## config.mk

```make
export PLATFORM = sky130hd
export DESIGN_NAME = delay_timer_multi_flat
export DESIGN_NICKNAME = d
export VERILOG_FILES = /design/src/rtl/delay_timer_multi_pkg.sv /design/src/rtl/delay_timer_multi_if.sv /design/src/rtl/delay_timer_multi_ch.sv /design/src/rtl/delay_timer_multi.sv /design/src/flat_wrapper.sv
export SDC_FILE = /design/constraint.sdc
export NUM_CORES = 1
export LEC_CHECK = 0
export CORE_MARGIN = 2
export CORE_UTILIZATION = 25
export CTS_BUF_LIST = sky130_fd_sc_hd__clkbuf_16
export DETAILED_ROUTE_END_ITERATION = 16
export SETUP_SLACK_MARGIN = 0.15
export SLEW_MARGIN = 0
export SYNTH_ARGS = -nofsm -noshare
export SYNTH_HDL_FRONTEND = slang
export SYNTH_SLANG_ARGS = --single-unit
```

## constraint.sdc

```tcl
create_clock -name clk -period 3.7 [get_ports clk]
set_input_delay 0.925 -clock clk [delete_from_list [all_inputs] [get_ports clk]]
set_output_delay 0.925 -clock clk [all_outputs]
set_load 0.005 [all_outputs]
```

## src/rtl/delay_timer_multi_pkg.sv

```systemverilog
// Shared types for the multi-channel delay timer: channel state encoding
// and the per-channel mode bit meaning.
package delay_timer_pkg;

   typedef enum logic [1:0] {
      IDLE = 2'd0,
      RUN  = 2'd1,
      DONE = 2'd2
   } state_e;

   localparam logic MODE_PERIODIC = 1'b0;
   localparam logic MODE_ONESHOT  = 1'b1;

endpackage

```

## src/rtl/delay_timer_multi_if.sv

```systemverilog
// Control/status bundle of the multi-channel delay timer; the register
// block drives the master side, the timer sits on the slave side.
interface delay_timer_multi_if #(
   parameter int unsigned NCH   = 4,
   parameter int unsigned CBITS = 15
);
   logic [NCH-1:0]   en;
   logic [NCH-1:0]   mode;
   logic [NCH-1:0]   load;
   logic [CBITS-1:0] period;
   logic [NCH-1:0]   ack;
   logic [NCH-1:0]   clr_err;
   logic [NCH-1:0]   sig;
   logic [NCH-1:0]   pend;
   logic [NCH-1:0]   err;
   logic [NCH-1:0]   flg;

   modport master (
      output en, mode, load, period, ack, clr_err,
      input  sig, pend, err, flg
   );

   modport slave (
      input  en, mode, load, period, ack, clr_err,
      output sig, pend, err, flg
   );
endinterface

```

## src/rtl/delay_timer_multi_ch.sv

```systemverilog
// One timer channel: IDLE/RUN/DONE control, terminal counter, loadable
// limit and the pend/err tick handshake. All outputs come straight from flops.
module delay_timer_ch
   import delay_timer_pkg::*;
#(
   parameter int unsigned CBITS     = 15,
   parameter int unsigned N_DEFAULT = 20000
) (
   input  logic             clk_i,
   input  logic             rst_ni,
   input  logic             en_i,
   input  logic             mode_i,
   input  logic             load_i,
   input  logic [CBITS-1:0] period_i,
   input  logic             ack_i,
   input  logic             clr_err_i,
   output logic             sig_o,
   output logic             pend_o,
   output logic             err_o,
   output logic             flg_o
);

   localparam logic [CBITS-1:0] LIMIT_RST = CBITS'(N_DEFAULT);

   state_e           state_q, state_d;
   logic [CBITS-1:0] cnt_q, cnt_d;
   logic [CBITS-1:0] limit_q, limit_d;
   logic             sig_q, sig_d;
   logic             pend_q, pend_d;
   logic             err_q, err_d;
   logic             flg_q;
   logic             term;

   always_comb begin
      state_d = state_q;
      cnt_d   = cnt_q;
      limit_d = load_i ? period_i : limit_q;
      // Disable and load both pre-empt a terminal count on the same cycle.
      term    = (state_q == RUN) && en_i && !load_i && (cnt_q == limit_q);
      sig_d   = term;
      pend_d  = term ? 1'b1 : (ack_i ? 1'b0 : pend_q);
      err_d   = (term && pend_q && !ack_i) ? 1'b1 : (clr_err_i ? 1'b0 : err_q);

      if (!en_i) begin
         state_d = IDLE;
         cnt_d   = '0;
      end else begin
         case (state_q)
            IDLE: begin
               state_d = RUN;
               cnt_d   = '0;
            end
            RUN: begin
               if (load_i) begin
                  cnt_d = '0;
               end else if (term) begin
                  cnt_d   = '0;
                  state_d = (mode_i == MODE_ONESHOT) ? DONE : RUN;
               end else begin
                  cnt_d = cnt_q + 1'b1;
               end
            end
            DONE: begin
               cnt_d = '0;
               if (load_i) state_d = RUN;
            end
            default: begin
               state_d = IDLE;
               cnt_d   = '0;
            end
         endcase
      end
   end

   always_ff @(posedge clk_i or negedge rst_ni) begin
      if (!rst_ni) begin
         state_q <= IDLE;
         cnt_q   <= '0;
         limit_q <= LIMIT_RST;
         sig_q   <= 1'b0;
         pend_q  <= 1'b0;
         err_q   <= 1'b0;
         flg_q   <= 1'b0;
      end else begin
         state_q <= state_d;
         cnt_q   <= cnt_d;
         limit_q <= limit_d;
         sig_q   <= sig_d;
         pend_q  <= pend_d;
         err_q   <= err_d;
         flg_q   <= (state_d == RUN);
      end
   end

   assign sig_o  = sig_q;
   assign pend_o = pend_q;
   assign err_o  = err_q;
   assign flg_o  = flg_q;

endmodule

```

## src/rtl/delay_timer_multi.sv

```systemverilog
// Multi-channel programmable delay timer: NCH independent channels sharing
// one broadcast period bus, each with its own enable, mode and handshake.
module delay_timer_multi #(
   parameter int unsigned NCH       = 4,
   parameter int unsigned CBITS     = 15,
   parameter int unsigned N_DEFAULT = 20000
) (
   input logic               clk,
   input logic               rst_n,
   delay_timer_multi_if.slave bus
);

   for (genvar i = 0; i < NCH; i++) begin : g_ch
      delay_timer_ch #(
         .CBITS     (CBITS),
         .N_DEFAULT (N_DEFAULT)
      ) u_ch (
         .clk_i     (clk),
         .rst_ni    (rst_n),
         .en_i      (bus.en[i]),
         .mode_i    (bus.mode[i]),
         .load_i    (bus.load[i]),
         .period_i  (bus.period),
         .ack_i     (bus.ack[i]),
         .clr_err_i (bus.clr_err[i]),
         .sig_o     (bus.sig[i]),
         .pend_o    (bus.pend[i]),
         .err_o     (bus.err[i]),
         .flg_o     (bus.flg[i])
      );
   end

endmodule

```

## src/flat_wrapper.sv

```systemverilog
// flat-port wrapper written by rule: the top's interface ports become plain ports
module delay_timer_multi_flat 
#(
   parameter int unsigned NCH       = 4,
   parameter int unsigned CBITS     = 15,
   parameter int unsigned N_DEFAULT = 20000
)
  (clk, rst_n, bus_en, bus_mode, bus_load, bus_period, bus_ack, bus_clr_err, bus_sig, bus_pend, bus_err, bus_flg);
  delay_timer_multi_if #(.NCH(NCH), .CBITS(CBITS)) bus_i ();
  input logic clk;
  input logic rst_n;
  input wire logic [$bits(bus_i.en)-1:0] bus_en;
  input wire logic [$bits(bus_i.mode)-1:0] bus_mode;
  input wire logic [$bits(bus_i.load)-1:0] bus_load;
  input wire logic [$bits(bus_i.period)-1:0] bus_period;
  input wire logic [$bits(bus_i.ack)-1:0] bus_ack;
  input wire logic [$bits(bus_i.clr_err)-1:0] bus_clr_err;
  output wire logic [$bits(bus_i.sig)-1:0] bus_sig;
  output wire logic [$bits(bus_i.pend)-1:0] bus_pend;
  output wire logic [$bits(bus_i.err)-1:0] bus_err;
  output wire logic [$bits(bus_i.flg)-1:0] bus_flg;
  assign bus_i.en = bus_en;
  assign bus_i.mode = bus_mode;
  assign bus_i.load = bus_load;
  assign bus_i.period = bus_period;
  assign bus_i.ack = bus_ack;
  assign bus_i.clr_err = bus_clr_err;
  assign bus_sig = bus_i.sig;
  assign bus_pend = bus_i.pend;
  assign bus_err = bus_i.err;
  assign bus_flg = bus_i.flg;
  delay_timer_multi #(.NCH(NCH), .CBITS(CBITS), .N_DEFAULT(N_DEFAULT)) u_core (.clk(clk), .rst_n(rst_n), .bus(bus_i));
endmodule
```

==> out/qor.yml <==
outcome:
  status: "completed"
placed_design:
  preCtsSetupSlack_ns: 0.618
  dp.cells: 992
  dp_hpwl_mm: 10.2
  portBuffers: 52
  gp_congestion: 0.750
cts:
  hold_buffers: 0
  path_clk_slew_ns: 0.06
  cts.sinks: 144
  htree_num_levels: 4
  cts_max_path_buffers: 2
  cts_buffers: 17
  ctsRootBufferMaster: "clkbuf_16"
  post_cts_resized: 0
  cts_tree: "done"
  cts_setup_buffers: 0
  clk_latency_ns: 0.42
sta:
  slew_viol_final: 0
  relSlewSlack_pct: 46.4
  fmax_ghz: 0.377
  fin_skew_ns: 0.00870
  fin_crit_sh_pct: 71.8
  worst_slack_ns: 1.04
  fin_crit_ns: 2.66
  setup_viol: 0
  rsz0062_at_grt: "false"
  setup_tns_ns: 0
  worstMarginPinSlew_ns: 0.804
  finalHoldViolations: 0
die:
  die_h_um: 174
  io_pins: 53
  die-area_mm2: 0.0302
  num_rows: 62
  start_util_pct: 25.2
  die_w_um: 174
  fp.coreArea_mm2: 0.0285
finish:
  fin_cells: 1025
  fin_nets: 668
  final_layout_size_suffix_gt1_share_pct: 24.1
  nFillCells: 2941
  post-route-util_pct: 30.1
  syn2layout_area_growth_pct: 19.2
yosys:
  synth_edf_count: 0
  syn_nets: 636
  synthDistinctLibCells: 44
  synthArstFlopShare_pct: 100
  avgSynthCellArea_um2: 12.1
  ys_seq_area_share_pct: 50.4
  syn_inst: 595
  synth-seq-cells: 144
  syn_area_mm2: 0.00721
  ys.flop_type: "dfrtp_1"
  yosysWarnings: 0
flow_run:
  drv_cap: 0
routing:
  antenna_left: 0
  wl_per_cell_um: 14.8
  drtIter0Drc: 187
  vias: 4631
  routed_via_density: 4.52
  firstDrtPassIters: 4
  route.detailed.drc: 0
  wl_mm: 15.2
critical_path:
  crit_path_max_fanout: 20
  worst_ep_required_time_ns: 3.97
  cp_data_arrival_time_ns: 2.93
  endpoint_kind: "flip-flop"
  startpoint_type: "primary input"
  crit_type: "in2reg"
power:
  powerDensity_mw_per_mm2: 442
  cellLeakagePower_nw: 3.42
  report.power.total_mw: 3.80
  peakVddDrop_mv: 0.195
grt:
  grt_pass1_wl_mm: 24.8
  grt_use_total_pct: 10.2
  antenna_found_initial: 6
  grt_max_degree: 83
  grt_overflow: 0
  grt_pass1_vias: 4742
min_path:
  hold_path_class: "reg2reg"
-- state kept, by name (all words and copies together), names as in the netlist --
register and cells:
u_core.g_ch.u_ch.pend_o 4, u_core.g_ch.u_ch.flg_o 4, u_core.g_ch.u_ch.state_q 8, u_core.g_ch.u_ch.limit_q 60
u_core.g_ch.u_ch.cnt_q 60, u_core.g_ch.u_ch.err_o 4, u_core.g_ch.u_ch.sig_o 4
-- routing by layer --
layer / global-route usage [%] / vias up / routed length (µm)
li1: - / 2205 / -
met1: 13.5 / 2324 / 7200
met2: 15.7 / 68 / 6870
met3: 2.98 / 28 / 758
met4: 4.41 / 6 / 316
met5: 0 / - / 37
-- critical path: stages --
cell	delay, ns
clkdlybuf4s50_1	0.42
nand4bb_1	0.21
buf_4	0.22
nor4b_2	0.24
and4_1	0.74
a31oi_1	0.17
-- stage by stage --
stage	cell area, µm²	hold slack (ns)
finish	8590	0.513
global route	8590	0.526
CTS	8590	0.515
detailed placement	7970	0.499
global placement	7970	0.492
floorplan	7210	0.475
-- area by class of cell --
class / instances / area [µm²] / area share [%]
flip-flops and latches: 144 / 3630 / 42.2
multi-input cells: 396 / 3230 / 37.6
inverters: 6 / 22.5 / 0.262
diodes: 1 / 2.50 / 0.0291
repair buffers: 62 / 609 / 7.09
clock buffers: 17 / 425 / 4.95
well taps: 384 / 480 / 5.59
clock inverters: 15 / 194 / 2.26
-- report_power, final --
group          total [mW]  internal [mW]  switching (mW)
Clock                1.81           1.12           0.682
Sequential           1.72           1.66          0.0530
Combinational       0.276          0.145           0.131
-- cell families (layout without fill, tap and decap cells) --
| family | Yosys count | count (layout) | share of synthesized area, % |
|---|---|---|---|
| mux | 60 | 60 | 9.38 |
| simple gates | 189 | 189 | 18.0 |
| buf+inv | 55 | 100 | 4.86 |
| compound gates | 46 | 46 | 4.90 |
| xor+xnor | 97 | 97 | 11.8 |
| fa+ha+maj | 4 | 4 | 0.695 |
| flops | 144 | 144 | 50.4 |
| other cells | 0 | 1 | 0 |
-- cell usage after synthesis, types with 5 or more instances --
cell type | instances | area, µm²
a211oi_1 | 9 | 67.6
a211oi_2 | 6 | 75.1
a22o_1 | 6 | 52.6
a31oi_1 | 8 | 50.1
and2_1 | 5 | 31.3
and3_1 | 8 | 50.1
and4_1 | 9 | 78.8
buf_2 | 12 | 60.1
buf_4 | 22 | 165
buf_6 | 6 | 67.6
clkbuf_1 | 7 | 26.3
dfrtp_1 | 124 | 3100
dfstp_2 | 20 | 526
inv_1 | 6 | 22.5
mux2_2 | 60 | 676
nand2_1 | 17 | 63.8
nand3_1 | 12 | 60.1
nand3_4 | 6 | 105
nand4_1 | 17 | 106
nor3_1 | 41 | 205
nor4_1 | 16 | 100
o21ai_0 | 9 | 45.0
o31ai_1 | 6 | 45.0
or3_1 | 9 | 56.3
or4_1 | 6 | 45.0
xnor2_1 | 9 | 78.8
xor2_1 | 88 | 771
-- path summary, 6_finish.rpt --
path | startpoint | endpoint | slack, ns | depth (start not counted)
setup reg to reg | u_core.g_ch[1].u_ch.cnt_q[5] | u_core.g_ch[1].u_ch.state_q[0] | 1.42 | 4
setup / recovery | bus_load[3] | u_core.g_ch[3].u_ch.state_q[0] | 1.04 | 6
min in group asynchronous | rst_n | u_core.g_ch[1].u_ch.pend_o | 0.55 | 1
max in group asynchronous | rst_n | u_core.g_ch[3].u_ch.limit_q[10] | 2.31 | 2
hold reg to reg | u_core.g_ch[1].u_ch.err_o | u_core.g_ch[1].u_ch.err_o | 0.51 | 1
hold / removal | u_core.g_ch[1].u_ch.err_o | u_core.g_ch[1].u_ch.err_o | 0.51 | 1
-- cell usage in the layout, fill, tap and decap left out, types with 7 or more instances in the layout --
cell type / n
or3_1: 9
dfstp_2: 20
and4_1: 9
xnor2_1: 9
o21ai_0: 9
clkdlybuf4s50_1: 51
xor2_1: 88
clkbuf_16: 17
and3_1: 8
mux2_2: 60
buf_4: 9
nor4_1: 16
nor3_1: 41
inv_1: 7
nand4_1: 17
a31oi_1: 8
dfrtp_1: 124
nand3_1: 12
nand2_1: 17
a211oi_1: 9
Note: power is estimated with default switching activity, not from simulation.
